$ cat src/rtl/uart_pkg.sv
// -----------------------------------------------------------------------------
// uart_pkg
// Shared definitions for the UART receiver (and the matching transmitter):
//   - rx_state_t : receiver FSM states
//   - PAR_EVEN / PAR_ODD : encodings of the PAR_TYPE input
//   - calc_parity() : parity bit for a data word, used on both ends of the link
// -----------------------------------------------------------------------------
package uart_pkg;

    typedef enum logic [2:0] {
        IDLE   = 3'd0,
        START  = 3'd1,
        DATA   = 3'd2,
        PARITY = 3'd3,
        STOP   = 3'd4
    } rx_state_t;

    localparam logic PAR_EVEN = 1'b0;
    localparam logic PAR_ODD  = 1'b1;

    // Widest word the parity helper accepts; callers zero-extend their data,
    // which leaves the XOR reduction unchanged.
    localparam int PAR_MAX_W = 64;

    // Even: parity = ^data. Odd: parity = ~^data.
    function automatic logic calc_parity(input logic [PAR_MAX_W-1:0] data,
                                         input logic                 par_type);
        return (^data) ^ par_type;
    endfunction

endpackage

$ cat src/rtl/uart_rx_sampler.sv
// -----------------------------------------------------------------------------
// uart_rx_sampler
// Per-bit oversampling counter and 3-sample majority vote.
//   i_clk         : oversampling clock
//   i_rst_n       : asynchronous active-low reset
//   i_active      : high while a frame is being received; low holds edge_cnt at 0
//   i_rx          : serial line (already synchronised)
//   i_presc       : clocks per bit, captured by the FSM at start detection
//   o_bit         : majority-voted value of the current bit (registered)
//   o_sample_done : one-cycle strobe, high in the cycle after o_bit is updated
//   o_bit_end     : high while edge_cnt = P-1 (last clock of the bit)
// -----------------------------------------------------------------------------
module uart_rx_sampler #(
    parameter int PRESC_W = 6
) (
    input  logic               i_clk,
    input  logic               i_rst_n,
    input  logic               i_active,
    input  logic               i_rx,
    input  logic [PRESC_W-1:0] i_presc,
    output logic               o_bit,
    output logic               o_sample_done,
    output logic               o_bit_end
);

    localparam logic [PRESC_W-1:0] ONE = PRESC_W'(1);

    logic [PRESC_W-1:0] r_edge_cnt;
    logic               r_s1;
    logic               r_s2;
    logic               r_bit;
    logic               r_done;

    logic [PRESC_W-1:0] w_half;
    logic               w_vote;
    logic               w_bit_end;

    assign w_half    = i_presc >> 1;
    assign w_bit_end = i_active && (r_edge_cnt == (i_presc - ONE));
    // Third sample is the live line value at edge_cnt = P/2+1.
    assign w_vote    = (r_s1 & r_s2) | (r_s1 & i_rx) | (r_s2 & i_rx);

    always_ff @(posedge i_clk or negedge i_rst_n) begin
        if (!i_rst_n) begin
            r_edge_cnt <= '0;
            r_s1       <= 1'b1;
            r_s2       <= 1'b1;
            r_bit      <= 1'b1;
            r_done     <= 1'b0;
        end else if (!i_active) begin
            // The edge that detects a start bit is counted as edge_cnt 0,
            // so the counter must be sitting at 0 afterwards.
            r_edge_cnt <= '0;
            r_done     <= 1'b0;
        end else begin
            r_edge_cnt <= w_bit_end ? '0 : r_edge_cnt + ONE;
            r_done     <= 1'b0;
            if (r_edge_cnt == (w_half - ONE)) begin
                r_s1 <= i_rx;
            end
            if (r_edge_cnt == w_half) begin
                r_s2 <= i_rx;
            end
            if (r_edge_cnt == (w_half + ONE)) begin
                r_bit  <= w_vote;
                r_done <= 1'b1;
            end
        end
    end

    assign o_bit         = r_bit;
    assign o_sample_done = r_done;
    assign o_bit_end     = w_bit_end;

endmodule

$ cat src/rtl/uart_rx.sv
// -----------------------------------------------------------------------------
// uart_rx
// UART receiver: start bit, WIDTH data bits LSB first, optional parity, one
// stop bit. The line is oversampled PRESCALE times per bit.
//   CLK        : oversampling clock
//   RST        : asynchronous active-low reset
//   RX_IN      : serial line, idle high, already synchronised
//   PAR_EN     : frame carries a parity bit
//   PAR_TYPE   : 0 even, 1 odd
//   PRESCALE   : clocks per bit (8, 16 or 32)
//   P_DATA     : last correctly received word
//   DATA_VALID : one-cycle pulse when P_DATA is updated
//   PAR_ERR    : one-cycle pulse when a frame is dropped for bad parity
//   STP_ERR    : one-cycle pulse when a frame is dropped for a bad stop bit
// -----------------------------------------------------------------------------
module uart_rx
    import uart_pkg::*;
#(
    parameter int WIDTH   = 8,
    parameter int PRESC_W = 6
) (
    input  logic               CLK,
    input  logic               RST,
    input  logic               RX_IN,
    input  logic               PAR_EN,
    input  logic               PAR_TYPE,
    input  logic [PRESC_W-1:0] PRESCALE,
    output logic [WIDTH-1:0]   P_DATA,
    output logic               DATA_VALID,
    output logic               PAR_ERR,
    output logic               STP_ERR
);

    localparam int             BCW      = (WIDTH > 1) ? $clog2(WIDTH) : 1;
    localparam logic [BCW-1:0] LAST_BIT = BCW'(WIDTH - 1);

    rx_state_t          r_state;
    rx_state_t          w_state_next;

    logic [BCW-1:0]     r_bit_cnt;
    logic [WIDTH-1:0]   r_shift;
    logic [WIDTH-1:0]   r_data;
    logic               r_par_en;
    logic               r_par_type;
    logic [PRESC_W-1:0] r_presc;
    logic               r_par_fail;
    logic               r_stop_bad;
    logic               r_valid;
    logic               r_par_err;
    logic               r_stp_err;

    logic               w_bit;
    logic               w_done;
    logic               w_bit_end;
    logic               w_active;
    logic               w_start_det;
    logic               w_valid_next;
    logic               w_par_err_next;
    logic               w_stp_err_next;

    assign w_active = (r_state != IDLE);

    uart_rx_sampler #(
        .PRESC_W (PRESC_W)
    ) u_sampler (
        .i_clk         (CLK),
        .i_rst_n       (RST),
        .i_active      (w_active),
        .i_rx          (RX_IN),
        .i_presc       (r_presc),
        .o_bit         (w_bit),
        .o_sample_done (w_done),
        .o_bit_end     (w_bit_end)
    );

    // Next state, start detection and end-of-frame result pulses.
    always_comb begin
        w_state_next   = r_state;
        w_start_det    = 1'b0;
        w_valid_next   = 1'b0;
        w_par_err_next = 1'b0;
        w_stp_err_next = 1'b0;

        case (r_state)
            IDLE: begin
                if (!RX_IN) begin
                    w_state_next = START;
                    w_start_det  = 1'b1;
                end
            end
            START: begin
                if (w_done && w_bit) begin
                    w_state_next = IDLE;    // start bit was a glitch
                end else if (w_bit_end) begin
                    w_state_next = DATA;
                end
            end
            DATA: begin
                if (w_bit_end && (r_bit_cnt == LAST_BIT)) begin
                    w_state_next = r_par_en ? PARITY : STOP;
                end
            end
            PARITY: begin
                if (w_bit_end) begin
                    w_state_next = STOP;
                end
            end
            STOP: begin
                if (w_bit_end) begin
                    w_stp_err_next = r_stop_bad;
                    w_par_err_next = !r_stop_bad && r_par_fail;
                    w_valid_next   = !r_stop_bad && !r_par_fail;
                    // A start bit already on the line at the last stop clock
                    // begins the next frame on this very edge.
                    if (!RX_IN) begin
                        w_state_next = START;
                        w_start_det  = 1'b1;
                    end else begin
                        w_state_next = IDLE;
                    end
                end
            end
            default: begin
                w_state_next = IDLE;
            end
        endcase
    end

    always_ff @(posedge CLK or negedge RST) begin
        if (!RST) begin
            r_state <= IDLE;
        end else begin
            r_state <= w_state_next;
        end
    end

    always_ff @(posedge CLK or negedge RST) begin
        if (!RST) begin
            r_bit_cnt  <= '0;
            r_shift    <= '0;
            r_data     <= '0;
            r_par_en   <= 1'b0;
            r_par_type <= PAR_EVEN;
            r_presc    <= '0;
            r_par_fail <= 1'b0;
            r_stop_bad <= 1'b0;
            r_valid    <= 1'b0;
            r_par_err  <= 1'b0;
            r_stp_err  <= 1'b0;
        end else begin
            r_valid   <= w_valid_next;
            r_par_err <= w_par_err_next;
            r_stp_err <= w_stp_err_next;
            if (w_valid_next) begin
                r_data <= r_shift;
            end

            // Frame configuration is frozen for the whole frame.
            if (w_start_det) begin
                r_par_en   <= PAR_EN;
                r_par_type <= PAR_TYPE;
                r_presc    <= PRESCALE;
                r_par_fail <= 1'b0;
                r_stop_bad <= 1'b0;
                r_bit_cnt  <= '0;
            end

            if ((r_state == DATA) && w_done) begin
                r_shift[r_bit_cnt] <= w_bit;
            end
            if ((r_state == DATA) && w_bit_end) begin
                r_bit_cnt <= (r_bit_cnt == LAST_BIT) ? '0 : r_bit_cnt + BCW'(1);
            end

            if ((r_state == PARITY) && w_done) begin
                r_par_fail <= (w_bit != calc_parity(PAR_MAX_W'(r_shift), r_par_type));
            end
            if ((r_state == STOP) && w_done) begin
                r_stop_bad <= !w_bit;
            end
        end
    end

    assign P_DATA     = r_data;
    assign DATA_VALID = r_valid;
    assign PAR_ERR    = r_par_err;
    assign STP_ERR    = r_stp_err;

endmodule

$ cat config.mk
export PLATFORM = sky130hd
export DESIGN_NAME = uart_rx
export DESIGN_NICKNAME = d
export VERILOG_FILES = /design/src/rtl/uart_pkg.sv /design/src/rtl/uart_rx_sampler.sv /design/src/rtl/uart_rx.sv
export SDC_FILE = /design/constraint.sdc
export NUM_CORES = 1
export LEC_CHECK = 0
export CAP_MARGIN = 20
export CORE_AREA = 2 2 71 73
export CTS_CLUSTER_DIAMETER = 100
export DETAILED_ROUTE_END_ITERATION = 12
export DIE_AREA = 0 0 73 75
export GPL_TIMING_DRIVEN = 1
export PLACE_DENSITY = 0.75
export SKIP_LAST_GASP = 1
export SYNTH_ARGS = -nofsm -noshare
export SYNTH_HDL_FRONTEND = slang
export SYNTH_SLANG_ARGS = --single-unit
export TNS_END_PERCENT = 20
$ cat constraint.sdc
create_clock -name CLK -period 2.6 [get_ports CLK]
set_input_delay 0.52 -clock CLK [delete_from_list [all_inputs] [get_ports CLK]]
set_output_delay 0.52 -clock CLK [all_outputs]
set_load 0.02 [all_outputs]
# == Yosys cells after proc, flatten, opt, wreduce, memory -nomap -nowiden ==
# Cells that the tools add are included.
# totals
reg_bits,45
inputBits,11
output_inout_bits,11
word_cells,99
# classes
add_sub_neg,5
magnitude_cmp,2
n_eq_ne,15
muxes,31
bitwise_logic,6
n_reduce_logical,23
# op_table
cell,n
XOR reduction 64 bit,1
2-to-1 mux 3 bit,10
== test 6 bit,3
2-to-1 mux 1 bit,15
case mux 3 bit (5 select lines),1
2-to-1 mux 6 bit,2
logical AND 1 bit,10
bitwise mux 8 bit,1
"adder 5 x 1 -> 6 bit, second input constant",1
"adder 6 x 1 -> 6 bit, second input constant",1
"== test 3 x 2 -> 1 bit, second input constant",2
"== test 3 bit, second input constant",2
== test 6 x 5 -> 1 bit,1
AND reduction 2 bit,3
nonzero test 2 bit,3
"subtractor 5 x 1 -> 6 bit, second input constant",1
"subtractor 6 x 1 -> 6 bit, second input constant",1
AND reduction 5 bit,1
"less-than comparator 3 x 4 -> 1 bit, second input constant",1
"inequality test 2 x 1 -> 1 bit, second input constant",2
"inequality test 2 bit, second input constant",2
"adder 3 x 1 -> 3 bit, second input constant",1
AND 1 bit,3
demux 1 bit (select 3 bit),1
other kinds (10),13

# == Longest topological paths before layout ==
# logic_depth
word_depth,7
mapped_depth,9
mapped_depth_nobuf,7

# == Hierarchy ==
# A second synthesis with hierarchy kept.
# unflattened
hier_cells,232
hier_area_um2,2653.8
# modules_own_cells
mod,instances,cells_per_inst,area_each_um2,seq_area_each_um2
uart_rx,1,128,1680.4,875.8
uart_rx_sampler,1,104,973.4,254.0

# == Least setup slack after synthesis ==
# OpenSTA, ideal clock, no wires.
# synth_timing
kind,register to register
startpoint,reg r_presc[2]
endpoint,reg r_par_en
setup_ps,128
arrival_ps,2209
setup_slack_ps,264
path_stages_with_launch,10
path_buffers,2
cell_sequence,dfrtp_1 > clkbuf_1 > inv_1 > ha_1 > nor3b_2 > a21oi_1 > o2111ai_1 > o21ai_1 > buf_2 > mux2_1
# synth_via
elab_chain_len,5
# synth_lines
item,line,text
start: declaration,uart_rx.sv:45,logic [PRESC_W-1:0] r_presc;
start signal: assignment,uart_rx.sv:144,r_presc <= '0;
start signal: assignment,uart_rx.sv:162,r_presc <= PRESCALE;
subtractor 6 x 1 -> 6 bit,uart_rx_sampler.sv:39,assign w_bit_end = i_active && (r_edge_cnt == (i_presc - ONE));
== test 6 bit,uart_rx_sampler.sv:39,
logical AND 1 bit,uart_rx_sampler.sv:39,
2-to-1 mux 1 bit,uart_rx.sv:109,if (w_bit_end) begin
case mux 1 bit (2 select lines),uart_rx.sv:84,case (r_state)
end signal: assignment,uart_rx.sv:142,r_par_en <= 1'b0;
end signal: assignment,uart_rx.sv:160,r_par_en <= PAR_EN;
end: declaration,uart_rx.sv:43,logic r_par_en;
# Every way passes these cells.
# A chain may end at the register's enable or synchronous reset.

# == Worst setup path after layout ==
# layout_timing
startpoint,reg r_presc[1]
endpoint,"reg r_data[7], in the netlist P_DATA[7]"
# layout_via
elab_chain_len,5
# layout_lines
item,line,text
subtractor 6 x 1 -> 6 bit,uart_rx_sampler.sv:39,
== test 6 bit,uart_rx_sampler.sv:39,
logical AND 1 bit,uart_rx_sampler.sv:39,
2-to-1 mux 1 bit,uart_rx.sv:109,
2-to-1 mux 1 bit,uart_rx.sv:84,
end signal: assignment,uart_rx.sv:155,r_data <= r_shift;
end: declaration,uart_rx.sv:42,logic [WIDTH-1:0] r_data;
# Every way passes these cells.

==> metrics <==
H-tree depth=2; die width=73 um; IO Count=22; Post-Synth Adder-Cell Area=3.86%; cells along the critical path=inv_1 > ha_1 > nor3b_2 > a21oi_1 > o211a_2 > nand3_2 > mux2_1; Netlist Area Pre-Place=2530 sq um; Inserted Clock Buffers=5; Mapped Nets=254; crit path DAT=2.60 ns; # DRC=0; share of layout cells above drive strength 1=10.5%; CTS sink cnt=45; nets=274; row count=25; share of the synthesized area in the top cell type=41.6%; ranking of synthesized cells by area=dfrtp_1 42%, mux2_1 9.8%, xnor2_1 5.5%, xor2_1 5.5%, ha_1 3.5%; Mapped Cells=236; Netlist cell types=49; main combinational cell family by area after synthesis=simple AND/OR/NAND/NOR gates; final wirelength=4.82 mm; register area share after synthesis=44.7%; #FFs+latches synth=45; Hold Buf Count CTS=0; Synth Area in Compound Gates=8.51%; Post-CTS Setup Bufs=0; Max Slew Vio Count=0; DIE AREA=5480 sq um; CTS tree=done; Design Area, Final=2910 sq um; status=complete, no violations; core box area=4660 sq um; largest net degree at the start of global routing=46; Top Family by Delay on Critical Path=compound AO/OA/AOI/OAI gates; GPL Wtd Cong=0.865; vias in the first global route=1786; average wire per standard cell=15.5 um; crit share post-route=93.0%; fmax=0.413 GHz; Post-CTS Resized=0; Syn-to-layout area delta=14.9%; multiplexer share of the synthesized area=12.6%; kind of critical path=reg -> reg; Final Hold Vio Count=0; via count=1813; crit-path max cell delay=0.47 ns; crit-path max FO=9; top cell type by total area after synthesis=dfrtp_1; EDFF count, synth=0; Hold Crit Class=in -> async; critical path endpoint category=flip-flop; Clock Tree Root=clkbuf_8; fraction of registers with async set/reset=100%; initial antenna violation count=0; Fin Setup TNS=0 ns; die height=75 um; grt ovf=0; worst path buffer plus inverter count=1; DP Wirelength=3.52 mm; Initial Util=54.3%; leakage power=1.27 nW; Vias/cell=5.83; syn avg cell area=10.7 sq um; Max Cap Viol=0; placed cells=303; clk_lat worst skew=0.29 ns; fill count=386; Yosys Warn Count=0; Port Buf Inserts=21; antenna cells=0; clk_skew=0.00559 ns; Post-Layout Cell Count=311; worst endpoint required time=2.78 ns; CTS clk-pin slew, worst paths=0.08 ns; first-pass GRT wire length=8.40 mm; RSZ-0062 raised after global routing=no; final setup fails=0; xor and xnor area share after synthesis=11.1%; simple-gate portion of the synthesized area=16.2%; Pwr Density=1010 nW/um^2; Max Root-Sink Buffers=2; Slew @ Worst Pin=0.483 ns; First DRT Iteration DRCs=117; CP Launch Type=flip-flop; highest ir drop seen on vdd=0.722 mV; placed cell area=2800 sq um; slowest CP cell=dfrtp_1; ys flop type=dfrtp_1; minimum clock period=2.42 ns; ANT nets after route=0; gr usage total=20.2%; Slew headroom=67.8%; final core area utilization=62.4%; TritonRoute pass-1 iters=4
layout make-up:
class,instances,area (sq um),area share (%)
Timing Repair Buffer,26,255,8.78
Tap cell,54,67.6,2.32
Clock inverter,2,38.8,1.33
Sequential cell,45,1130,38.9
Inverter,6,22.5,0.775
Clock buffer,6,72.6,2.50
Multi-Input combinational cell,172,1320,45.4
routing by layer:
layer  part of all wire, %  GRT usage, %
met5                     0             0
met4                  0.83          6.17
met3                   4.9          5.35
met1                    48          27.7
met2                    46          31.5
per-stage QoR:
step	power, mW	setup WS, ns	hold slack [ns]
2_1_floorplan	2.12	0.264	0.224
3_3_place_gp	2.36	0.352	0.469
3_5_place_dp	2.41	0.207	0.471
4_1_cts	2.94	0.186	0.195
5_1_grt	3.15	0.0282	0.207
6_report	2.93	0.181	0.188
sequential cells by signal, summed over array words and instances (netlist names), 3 cells and up:
signal,cells
r_shift,8
P_DATA,8
r_state,3
u_sampler.r_edge_cnt,6
r_presc,6
r_bit_cnt,3
worst register-to-register path, delay by kind of cell (launching register included):
| kind | cells | cell delay, ns |
|---|---|---|
| multiplexers | 1 | 0.41 |
| adder cells (fa/ha/maj) | 1 | 0.24 |
| flip-flops | 1 | 0.47 |
| buffers and inverters | 1 | 0.13 |
| AND/OR/NAND/NOR | 2 | 0.46 |
| AO/OA/AOI/OAI | 2 | 0.60 |
kinds of logic after synthesis:
logic type,after synthesis
AND/OR/NAND/NOR,75
XOR/XNOR,32
flip-flops,45
buffers and inverters,19
adder cells (fa/ha/maj),8
AO/OA/AOI/OAI,29
multiplexers,28
cells in the mapped netlist, types with 2 or more instances:
library cell / number
dfrtp_1: 42
mux2_1: 22
xnor2_1: 16
xor2_1: 16
nand2_1: 14
nor2_1: 12
nor3_1: 11
nand3_1: 10
clkbuf_1: 7
ha_1: 7
buf_2: 6
a21oi_1: 5
inv_1: 5
o21ai_0: 5
and2_1: 4
mux2_2: 4
and3_1: 3
dfstp_2: 3
nand3b_1: 3
nand4_1: 3
nor3b_1: 3
o21ai_1: 3
nand2b_1: 2
nor2b_1: 2
nor4b_1: 2
o2111ai_1: 2
o22ai_1: 2
placed cells by master (no fill, tap or decap), types with 2 or more instances in the layout:
cell	synthesis	final
dfrtp_1	42	42
mux2_1	22	22
clkdlybuf4s50_1	0	20
xor2_1	16	16
xnor2_1	16	16
nand2_1	14	14
nor2_1	12	12
nor3_1	11	11
nand3_1	10	10
ha_1	7	7
inv_1	5	5
a21oi_1	5	5
o21ai_0	5	5
clkbuf_8	0	5
and2_1	4	4
mux2_2	4	4
buf_4	0	4
and3_1	3	3
nor3b_1	3	3
nand3b_1	3	3
o21ai_1	3	3
nand4_1	3	3
dfstp_2	3	3
nor2b_1	2	2
nor4b_1	2	2
nand2b_1	2	2
o2111ai_1	2	2
o22ai_1	2	2
worst paths after layout:
kind | start | endpoint | slack, ns | cells past startpoint
setup / recovery | r_presc[1] | P_DATA[7] | 0.18 | 7
hold reg to reg | r_stop_bad | PAR_ERR | 0.49 | 1
hold / removal | RST | u_sampler.o_sample_done | 0.19 | 2
min in group CLK | r_stop_bad | PAR_ERR | 0.49 | 1
max in group asynchronous | RST | u_sampler.r_s1 | 2.15 | 2
setup reg to reg | r_presc[1] | P_DATA[7] | 0.18 | 7
power by group:
group / leakage (nW) / internal, mW / switching [mW]
Clock: 0.0554 / 0.288 / 0.230
Sequential: 0.589 / 0.884 / 0.293
Combinational: 0.625 / 0.566 / 0.669
No activity file was read; power rests on OpenSTA's default activity.
